`config.mk`:
```
export PLATFORM = sky130hd
export DESIGN_NAME = i2c_init_sequencer
export DESIGN_NICKNAME = d
export VERILOG_FILES = /design/src/rtl/i2c_seq_pkg.sv /design/src/rtl/i2c_seq_rom.sv /design/src/rtl/i2c_init_sequencer.sv
export SDC_FILE = /design/constraint.sdc
export NUM_CORES = 1
export LEC_CHECK = 0
export BUFFER_PORTS_ARGS = -buffer_cell sky130_fd_sc_hd__buf_2
export CAP_MARGIN = 20
export CORE_MARGIN = 10
export CORE_UTILIZATION = 48
export CTS_CLUSTER_SIZE = 8
export DETAILED_ROUTE_END_ITERATION = 6
export PLACE_DENSITY = 0.73
export SKIP_CTS_REPAIR_TIMING = 1
export SYNTH_ARGS = -nofsm -noshare
export SYNTH_HDL_FRONTEND = slang
export SYNTH_HIERARCHICAL = 1
export SYNTH_SLANG_ARGS = --single-unit
```
`constraint.sdc`:
```
create_clock -name clk -period 1.67 [get_ports clk]
set_input_delay 0.334 -clock clk [delete_from_list [all_inputs] [get_ports clk]]
set_output_delay 0.334 -clock clk [all_outputs]
set_load 0.02 [all_outputs]
```
`src/rtl/i2c_seq_pkg.sv`:
```
// Shared types for the I2C init sequencer: FSM state codes,
// controller IDLE code, mode encodings and the table entry layout.
package i2c_seq_pkg;

  typedef logic [2:0] seq_state_t;

  localparam seq_state_t S_IDLE      = 3'd0;
  localparam seq_state_t S_LOAD      = 3'd1;
  localparam seq_state_t S_ISSUE     = 3'd2;
  localparam seq_state_t S_WAIT_DONE = 3'd3;
  localparam seq_state_t S_GAP       = 3'd4;
  localparam seq_state_t S_DONE      = 3'd5;
  localparam seq_state_t S_ERROR     = 3'd6;

  localparam logic [3:0] CTRL_IDLE = 4'd0;

  localparam logic SEQ_READ  = 1'b0;
  localparam logic SEQ_WRITE = 1'b1;

  typedef struct packed {
    logic [6:0] addr;
    logic [7:0] data;
    logic       mode;
  } seq_entry_t;

endpackage

```
`src/rtl/i2c_seq_rom.sv`:
```
// Constant init table: combinational index -> {addr, data, mode}.
// Ports: idx (entry index), entry (table record). Edit only this file to change the table.
module i2c_seq_rom
  import i2c_seq_pkg::*;
#(
  parameter int IW = 3
) (
  input  logic [IW-1:0] idx,
  output seq_entry_t    entry
);

  logic [31:0] sel;

  always_comb begin
    sel   = 32'(idx);
    entry = '{addr: 7'h00, data: 8'h00, mode: SEQ_WRITE};
    case (sel)
      32'd0:   entry = '{addr: 7'h1a, data: 8'h00, mode: SEQ_WRITE};
      32'd1:   entry = '{addr: 7'h1a, data: 8'h1f, mode: SEQ_WRITE};
      32'd2:   entry = '{addr: 7'h1a, data: 8'h23, mode: SEQ_WRITE};
      32'd3:   entry = '{addr: 7'h1a, data: 8'h45, mode: SEQ_WRITE};
      32'd4:   entry = '{addr: 7'h1a, data: 8'h67, mode: SEQ_WRITE};
      32'd5:   entry = '{addr: 7'h1a, data: 8'h89, mode: SEQ_WRITE};
      32'd6:   entry = '{addr: 7'h1a, data: 8'hab, mode: SEQ_WRITE};
      32'd7:   entry = '{addr: 7'h1b, data: 8'h00, mode: SEQ_READ};
      default: entry = '{addr: 7'h00, data: 8'h00, mode: SEQ_WRITE};
    endcase
  end

endmodule

```
`src/rtl/i2c_init_sequencer.sv`:
```
// Walks the ROM table, handing each entry to the I2C controller via enable.
// Ports: clk, reset (async active-low), start, ctrl_state in; enable,
// periph_addr, data_byte, mode, busy, done, error, index out.
// Optional watchdog: define I2C_SEQ_TIMEOUT_EN.
module i2c_init_sequencer
  import i2c_seq_pkg::*;
#(
  parameter  int NUM_ENTRIES    = 8,
  parameter  int GAP_CYCLES     = 64,
  parameter  int TIMEOUT_CYCLES = 4096,
  localparam int IW = (NUM_ENTRIES > 1) ? $clog2(NUM_ENTRIES) : 1
) (
  input  logic          clk,
  input  logic          reset,
  input  logic          start,
  input  logic [3:0]    ctrl_state,
  output logic          enable,
  output logic [6:0]    periph_addr,
  output logic [7:0]    data_byte,
  output logic          mode,
  output logic          busy,
  output logic          done,
  output logic          error,
  output logic [IW-1:0] index
);

  localparam int GW = (GAP_CYCLES > 0) ? $clog2(GAP_CYCLES + 1) : 1;

  seq_state_t state;
  logic [GW-1:0] gap_cnt;
  seq_entry_t entry;
  logic ctrl_idle;
  logic last;
  logic timeout;

  i2c_seq_rom #(.IW(IW)) u_rom (
    .idx   (index),
    .entry (entry)
  );

  assign ctrl_idle = (ctrl_state == CTRL_IDLE);
  assign last      = (index == IW'(NUM_ENTRIES - 1));

`ifdef I2C_SEQ_TIMEOUT_EN
  localparam int TW = $clog2(TIMEOUT_CYCLES + 1);

  logic [TW-1:0] wd_cnt;

  // wd_cnt holds cycles already spent in ISSUE/WAIT_DONE.
  assign timeout = ((state == S_ISSUE) || (state == S_WAIT_DONE)) &&
                   (wd_cnt == TW'(TIMEOUT_CYCLES - 1));

  always_ff @(posedge clk or negedge reset) begin
    if (!reset)
      wd_cnt <= '0;
    else if (state == S_LOAD)
      wd_cnt <= '0;
    else if ((state == S_ISSUE) || (state == S_WAIT_DONE))
      wd_cnt <= wd_cnt + 1'b1;
  end

  assign error = (state == S_ERROR);
`else
  localparam int unused_timeout = TIMEOUT_CYCLES;

  assign timeout = 1'b0;
  assign error   = 1'b0;
`endif

  // Dropped in the very cycle the controller leaves IDLE so it
  // cannot retrigger when it returns to IDLE.
  assign enable = (state == S_ISSUE) && ctrl_idle && !timeout;

  assign busy = (state == S_LOAD) || (state == S_ISSUE) ||
                (state == S_WAIT_DONE) || (state == S_GAP);
  assign done = (state == S_DONE);

  always_ff @(posedge clk or negedge reset) begin
    if (!reset) begin
      state       <= S_IDLE;
      periph_addr <= '0;
      data_byte   <= '0;
      mode        <= SEQ_WRITE;
      index       <= '0;
      gap_cnt     <= '0;
    end else begin
      case (state)
        S_IDLE, S_DONE: begin
          if (start) begin
            index <= '0;
            state <= S_LOAD;
          end
        end
        S_LOAD: begin
          periph_addr <= entry.addr;
          data_byte   <= entry.data;
          mode        <= entry.mode;
          state       <= S_ISSUE;
        end
        S_ISSUE: begin
          if (timeout)
            state <= S_ERROR;
          else if (!ctrl_idle)
            state <= S_WAIT_DONE;
        end
        S_WAIT_DONE: begin
          if (timeout) begin
            state <= S_ERROR;
          end else if (ctrl_idle) begin
            gap_cnt <= GW'(GAP_CYCLES);
            state   <= S_GAP;
          end
        end
        S_GAP: begin
          if (gap_cnt == '0) begin
            if (last) begin
              state <= S_DONE;
            end else begin
              index <= index + 1'b1;
              state <= S_LOAD;
            end
          end else begin
            gap_cnt <= gap_cnt - 1'b1;
          end
        end
        S_ERROR: state <= S_ERROR;
        default: state <= S_IDLE;
      endcase
    end
  end

endmodule

```
Word level (Yosys, flattened, before mapping)
Memory sizes are Yosys's and may differ from the RTL's. A register that Yosys moved wholly into a read port is not among the register bits.
Cells that the tools add are included.
Storage, ports and cells
  word-level logic and storage cells: 47
  ROM bits: 80
  memories kept: 1
  input port bits: 7
  RAM bits: 0
  bits in latches: 0
  output and inout bits: 23
  register bits after elaboration: 20
Cells by class
  $mul: 0
  magnitude comparators: 0
  reduce and logical (&&, ||, !) cells: 14
  div/mod/pow operators: 0
  bitwise logic cells: 0
  muxes and demuxes: 13
  shifts and indexed selects: 0
  add/subtract/negate cells: 2
  eq/ne operators: 13
Memory list
  (name not given): depth 8, bits a word 10, read ports 1, clocked after memory_dff 1, write ports 0, line i2c_seq_rom.sv:17  | case (sel)
Operators by type and width (count)
  $mux 3: 8
  $pmux 3 s6: 1
  $mux 7: 2
  $pmux 7 s2: 1
  $eq 3x3->1 const B: 4
  $ne 2x2->1 const B: 5
  $reduce_and 4->1: 2
  $logic_not 7->1: 1
  $sub 7x1->7 const B: 1
  $eq 3x2->1 const B: 2
  $pmux 3 s2: 1
  $logic_not 4->1: 1
  $reduce_bool 2->1: 2
  $add 3x1->3 const B: 1
  $eq 3x1->1 const B: 1
  $logic_not 3->1: 1
  $logic_or 1x1->1: 3
  $reduce_and 3->1: 1
  $ne 2x1->1 const B: 1
  $reduce_or 2->1: 1
  $logic_and 1x1->1: 1
  $logic_not 1->1: 1

Longest topological paths before layout
Gate-level depths: netlist (run 1).
  depth in word-level cells: 4
  gate-level depth with buffers: 6
  depth with buffers taken out: 6

Cells and area by module
Netlist (run 1), hierarchy kept.
Modules (own cells, without submodules)
  i2c_init_sequencer: instances 1, cells each 122, area an instance 1393.8 um2
  i2c_seq_rom: instances 1, cells each 30, area an instance 227.7 um2

Worst setup path before layout (run 1)
OpenSTA, ideal clock, no wires.
  path kind: register -> output
  start point: register state[1]
  end point: output port enable
  setup slack: -0.336 ns
  arrival time: 1.672 ns
  stages on the path, launching flop included: 5
  data required time: 1.336 ns
  cells stage by stage: dfrtp_1 buf_6 or4b_4 or2_2 nor3_1
On the way
  longest elaborated chain between the ends: 2
RTL lines
  from (decl): line i2c_init_sequencer.sv:29  | seq_state_t state;
  from (signal assigned): line i2c_init_sequencer.sv:80  | state <= S_IDLE;
  from (signal assigned): line i2c_init_sequencer.sv:91  | state <= S_LOAD;
  from (signal assigned): line i2c_init_sequencer.sv:98  | state <= S_ISSUE;
  $eq 3x2->1: line i2c_init_sequencer.sv:72  | assign enable = (state == S_ISSUE) && ctrl_idle && !timeout;
  $logic_and 1x1->1: line i2c_init_sequencer.sv:72
  to (decl): line i2c_init_sequencer.sv:17  | output logic enable,
No other way between the ends.

Worst setup path in the final report (run 1)
Same ends and word-level chain as after synthesis.

==> summary.txt, run 1 <==
Outcome
  • Status: complete, but fails checks
  • Failing checks: setup timing

Critical path
  • FF-to-FF path depth: 6
  • CP endpoint kind: output pin
  • Critical path type: flip-flop to output pin
  • Critical path startpoint category: flip-flop
  • Critical Path AT: 1.68 ns
  • Slowest Stage Delay on Critical Path: 0.47 ns
  • Crit path cell chain: or4b_4, or2_4, nor3_4, buf_6
  • Crit Path Max Fanout: 2
  • Worst Path Required: roughly 1.3 ns
  • Slowest cell on crit path: or4b_4

CTS
  • Clock tree sinks: 29
  • CTS tree: built
  • Clock-pin slew on the worst setup and hold paths: 0.09 ns
  • CTS HTree Levels: 2
  • CTS Buf Count: 5
  • Clock buffer depth: 2
  • Root Driver: clkbuf_4
  • Clk Latency, worst-skew pair: 0.33 ns

Placement
  • Final Wtd Congestion: 0.817
  • Placed inst area: about 0.0019 mm^2
  • Place WS: -0.217 ns
  • PortBufs: 28
  • Placed Cells: 232
  • HPWL Detailed: between 2000 and 2500 um

Routing
  • Post-DRT Antenna Nets: 0
  • DRC violations left: 0
  • Final WL: between 3000 and 4000 um
  • Vias: 1,235
  • Drt wl/cell: 13.6 um
  • Drt initial violations: 31
  • Pre-antenna DRT Iters: 4
  • Routed vias/inst: slightly above 5

Timing
  • Tmin final: 2.01 ns
  • Max Slew Vio Count: 0
  • Setup ws final: -0.339 ns
  • Worst slew pin tran: roughly 0.63 ns
  • Rel. slew slack: 0.582
  • Period utilization: 1.20
  • Final Skew: around 0.0066 ns
  • RSZ-0062 raised after global routing: yes
  • WHS: 0.0134 ns
  • Final hold violations: 0
  • Fmax: 0.498 GHz
  • Finish-stage setup viols: 7

Pwr
  • Leakage: approximately 0.99 nW
  • Maximum vdd drop: slightly below 900 uV
  • P per Cell Area: 1780 mW/mm^2
  • Design Power: 3.64 mW

Finish
  • Commonest cells after routing, fill and taps aside: dfrtp_1 (27), buf_2 (25), mux2_2 (17)
  • Post-route design area: 0.00204 mm^2
  • Antenna diodes: 0
  • Synthesis-to-finish area growth: 26.1%
  • Layout cells sized above 1: 0.462
  • Most common cell after layout, fill and taps aside: dfrtp_1
  • Non-filler cells, final: 243
  • Final nets: 212

Floorplanning
  • Die footprint: 0.00610 mm^2
  • Starting Density: 0.490
  • Row cnt: 21
  • Core area: 0.00331 mm^2
  • Top Ports: 30
  • Die height: around 80 um
  • Die width: 78.1 um

Logic synthesis
  • Number of synthesized register bits: 29
  • Post-synthesis async set-or-reset flop share: 1.00
  • Register area share after synthesis: 0.448
  • Synthesized area: ~0.0016 mm^2
  • Post-synthesis compound-gate area fraction: 0.0995
  • Syn Area/Cell: 10.7 um^2
  • Largest family of logic cells by synthesized area: simple AND/OR/NAND/NOR gates
  • Post-synth EDFFs: 0
  • Post-Synth Simple-Gate Area: 0.160
  • Mapped Cells: between 150 and 200
  • Synth Area in XOR/XNOR: 0.00540
  • Synth Warn #: 6
  • Adder-cell share of the synthesized area: 0.0694
  • Synth cell types: 42
  • Mux share of post-synthesis cell area: 0.130
  • Commonest register cell after synthesis: dfrtp_1

Global routing
  • Grt ovf: 0
  • First-pass GRT wire length: ~5400 um
  • Vias in the first global route: 1,247
  • Initial antenna violation count: 0
  • Largest net degree at the start of global routing: 30
  • Tot GR Track Use: 0.108

Run
  • # Max-Cap Violations: 0

Worst hold path
  • Hold/Removal Path Class: input port to async pin
==> cell type report <==
class / instances / area [um^2]
inverter: 10 / 37.5
fill: 276 / 1270
clock inverter: 1 / 5.00
timing repair buffer: 45 / 299
tap: 46 / 57.6
multi-input combinational: 105 / 852
clock buffer: 7 / 65.1
sequential: 29 / 728
==> stage by stage <==
step	setup TNS, ns	util
3_3_place_gp	-0.775	0.566
2_1_floorplan	-0.148	-
6_report	-0.844	0.618
5_1_grt	-1.51	0.618
3_5_place_dp	-0.965	0.566
4_1_cts	-0.514	0.587
==> power by group <==
| group | internal, mW | switching, mW | total [mW] |
|---|---|---|---|
| Combinational | 0.900 | 1.01 | 1.91 |
| Sequential | 0.986 | 0.251 | 1.24 |
| Clock | 0.244 | 0.245 | 0.488 |
==> registers in the layout (all words and copies together), names as in the netlist <==
signal / cells
data_byte: 8
index: 3
gap_cnt: 7
state: 3
mode: 1
periph_addr: 7
==> metal layers <==
| layer | up-vias | global-route usage | wire [um] |
|---|---|---|---|
| met5 | - | 0 | 0 |
| met4 | 0 | 0.0466 | 65 |
| met3 | 10 | 0.0547 | 263 |
| met2 | 41 | 0.173 | 1590 |
| met1 | 579 | 0.118 | 1380 |
| li1 | 605 | - | - |
==> worst max-delay path, delay by kind of cell (launching register included) <==
kind / cells / cell delay, ns
buffers and inverters: 1 / 0.14
DFF: 1 / 0.37
and+or+nand+nor: 3 / 0.85
==> kinds of logic (layout without fill, tap and decap cells) <==
logic type               Yosys count  count (layout)
buffers and inverters             22              63
other                              3               7
AO/OA/AOI/OAI                     26              26
AND/OR/NAND/NOR                   43              43
XOR/XNOR                           1               1
adder cells (fa/ha/maj)            9               9
flip-flops                        29              29
multiplexers                      19              19
==> synth_stat cells (2+ instances only) <==
master / n / area, um^2
dfrtp_1: 28 / 701
mux2_2: 17 / 191
o21ai_0: 11 / 55.1
inv_1: 10 / 37.5
ha_1: 9 / 113
nor2_1: 9 / 33.8
buf_4: 8 / 60.1
nand3_1: 6 / 30.0
nand2_1: 4 / 15.0
nor3_1: 4 / 20.0
a31oi_1: 3 / 18.8
and3_1: 3 / 18.8
conb_1: 3 / 11.3
a21oi_1: 2 / 10.0
a21oi_2: 2 / 17.5
a22o_1: 2 / 17.5
buf_2: 2 / 10.0
buf_6: 2 / 22.5
mux2i_1: 2 / 20.0
nor3b_1: 2 / 15.0
o22ai_1: 2 / 12.5
==> path summary, 6_finish.rpt <==
path	slack [ns]	to	start
max	-0.34	enable	state[1]$_DFFE_PN0P_
min	0.01	state[2]$_DFFE_PN0P_	reset
max reg2reg	-0.13	gap_cnt[2]$_DFFE_PN0P_	state[1]$_DFFE_PN0P_
min reg2reg	0.51	periph_addr[6]$_DFFE_PN0N_	periph_addr[6]$_DFFE_PN0N_
max in group asynchronous	1.21	index[0]$_DFFE_PN0P_	reset
min in group clk	0.30	state[0]$_DFFE_PN0P_	start
No activity file was read; power rests on OpenSTA's default activity.
==> run 2: changes to the inputs <==
RECOVER_POWER = 25   (was unset)
==> run 2 against run 1 <==
Net effect: cell count is the same; the run ends with capacitance limit, setup timing left; non-clock buffer count unchanged; sequential cell count is the same; first-iteration DRC count stayed put; sequential share of layout area is essentially flat; register-to-register slack about the same; clock skew about the same; via count is the same; utilization is essentially flat; die area unchanged; critical path depth did not move; sequential power about the same.
==> summary.txt, run 2 (synthesized netlist as in run 1, its figures left out) <==
CTS
  • CTS tree: built
  • CTS HTree Levels: 2 (unchanged)
  • Clock-pin slew on the worst setup and hold paths: 0.09 ns (about the same)
  • Clock buffer depth: 2 (unchanged)
  • Clock tree sinks: 29 (unchanged)
  • CTS Buf Count: 5 (unchanged)
  • Root Driver: clkbuf_4
  • Clk Latency, worst-skew pair: 0.33 ns (about the same)

Critical path
  • CP endpoint kind: output pin
  • Worst Path Required: 1.34 ns (about the same)
  • Critical Path AT: 1.68 ns (about the same)
  • Crit Path Max Fanout: 2 (unchanged)
  • Critical path startpoint category: flip-flop
  • Critical path type: flip-flop to output pin

Finish
  • Biggest register: data_byte
  • Antenna diodes: 0 (unchanged)
  • Post-route design area: 0.00204 mm^2 (about the same)
  • Non-filler cells, final: 243 (unchanged)
  • Max reg flops: 8 (unchanged)
  • Most common cell after layout, fill and taps aside: dfrtp_1
  • Layout cells sized above 1: 0.457 (-0.00508)
  • Largest regs: data_byte: 8 flops, gap_cnt: 7 flops, periph_addr: 7 flops
  • Commonest cells after routing, fill and taps aside: dfrtp_1 (27), buf_2 (24), mux2_2 (17)
  • Final nets: 212 (unchanged)
  • Synthesis-to-finish area growth: 26.0% (about the same)
  • Final core occ: 0.617 (about the same)

Timing
  • Fmax: 0.498 GHz (about the same)
  • Tmin final: 2.01 ns (-0.00000500 ns)
  • Final hold violations: 0 (unchanged)
  • Setup ws final: -0.339 ns (+0.00000500 ns)
  • RSZ-0062 raised after global routing: yes
  • Final Skew: 0.00651 ns (-0.0000584 ns)
  • WHS: 0.304 ns (+0.291 ns)
  • Finish-stage setup viols: 7 (unchanged)
  • Period utilization: 1.20 (about the same)
  • Worst slew pin tran: 1.50 ns (+0.872 ns)
  • Max Slew Vio Count: 0 (unchanged)
  • Rel. slew slack: 0.00000681 (-0.582)
  • Setup TNS: -0.845 ns (-0.000413 ns)

Floorplanning
  • Die footprint: 0.00610 mm^2 (unchanged)
  • Die width: 78.1 um (unchanged)
  • Die height: 78.1 um (unchanged)
  • Starting Density: 0.490 (unchanged)
  • Core area: 0.00331 mm^2 (unchanged)
  • Top Ports: 30 (unchanged)
  • Row cnt: 21 (unchanged)

Pwr
  • Maximum vdd drop: 865 uV (about the same)
  • Design Power: 3.64 mW (about the same)
  • Leakage: 0.985 nW (-0.28%)
  • P per Cell Area: 1780 mW/mm^2 (about the same)

Outcome
  • Status: complete, but fails checks
  • Failing checks: capacitance limit, setup timing

Global routing
  • Initial antenna violation count: 0 (unchanged)
  • Tot GR Track Use: 0.108 (unchanged)
  • Largest net degree at the start of global routing: 30 (unchanged)
  • Vias in the first global route: 1,247 (unchanged)
  • M3 GR Usage: 0.0547 (unchanged)
  • Busiest grt layer: met2
  • Grt ovf: 0 (unchanged)
  • First-pass GRT wire length: 5420 um (unchanged)
  • GR Layer Usage met1: 0.118 (unchanged)
  • Grt met2 use: 0.173 (unchanged)

Routing
  • DRC violations left: 0 (unchanged)
  • Final WL: 3300 um (about the same)
  • Drt wl/cell: 13.6 um (about the same)
  • Drt initial violations: 31 (unchanged)
  • Routed vias/inst: 5.08 (unchanged)
  • Vias: 1,235 (unchanged)
  • Post-DRT Antenna Nets: 0 (unchanged)
  • Pre-antenna DRT Iters: 4 (unchanged)

Placement
  • Placed Cells: 232 (unchanged)
  • Place WS: -0.217 ns (unchanged)
  • HPWL Detailed: 2410 um (unchanged)
  • PortBufs: 28 (unchanged)
  • Placed inst area: 0.00187 mm^2 (unchanged)
  • Final Wtd Congestion: 0.817 (unchanged)

Run
  • # Max-Cap Violations: 1 (+1)

Worst hold path
  • Hold/Removal Path Class: input port to flip-flop
-- run 2: worst paths after layout --
check	from	to	slack [ns]	cells past startpoint
max reg2reg	state[1]$_DFFE_PN0P_	gap_cnt[2]$_DFFE_PN0P_	-0.13	6
min reg2reg	periph_addr[6]$_DFFE_PN0N_	periph_addr[6]$_DFFE_PN0N_	0.51	1
min in group asynchronous	reset	state[2]$_DFFE_PN0P_	0.35	1
min	start	state[0]$_DFFE_PN0P_	0.30	3
max	state[1]$_DFFE_PN0P_	enable	-0.34	4
max in group asynchronous	reset	index[0]$_DFFE_PN0P_	0.34	1
-- run 2: layout make-up --
type                    count  area [um^2]
inverters                  10         37.5
repair buffers             45          298
clock buffers               7         65.1
flip-flops and latches     29          728
well taps                  46         57.6
fillers                   275         1270
multi-input cells         105          852
clock inverters             1         5.00
-- run 2: power breakdown --
| group | switching [mW] | internal (mW) |
|---|---|---|
| registers | 0.251 | 0.986 |
| clock network | 0.245 | 0.244 |
| logic | 1.01 | 0.900 |
-- run 2: metal layers --
layer,part of all wire,routed length [um],vias to the layer above
li1,-,-,605
met5,0,0,-
met4,0.020,65,0
met1,0.42,1380,579
met3,0.080,265,10
met2,0.48,1590,41
-- run 2: critical path, stage by stage, from the launching register on --
cell	delay, ns
dfrtp_1	0.37
or4b_4	0.47
or2_4	0.26
nor3_4	0.12
buf_6	0.14
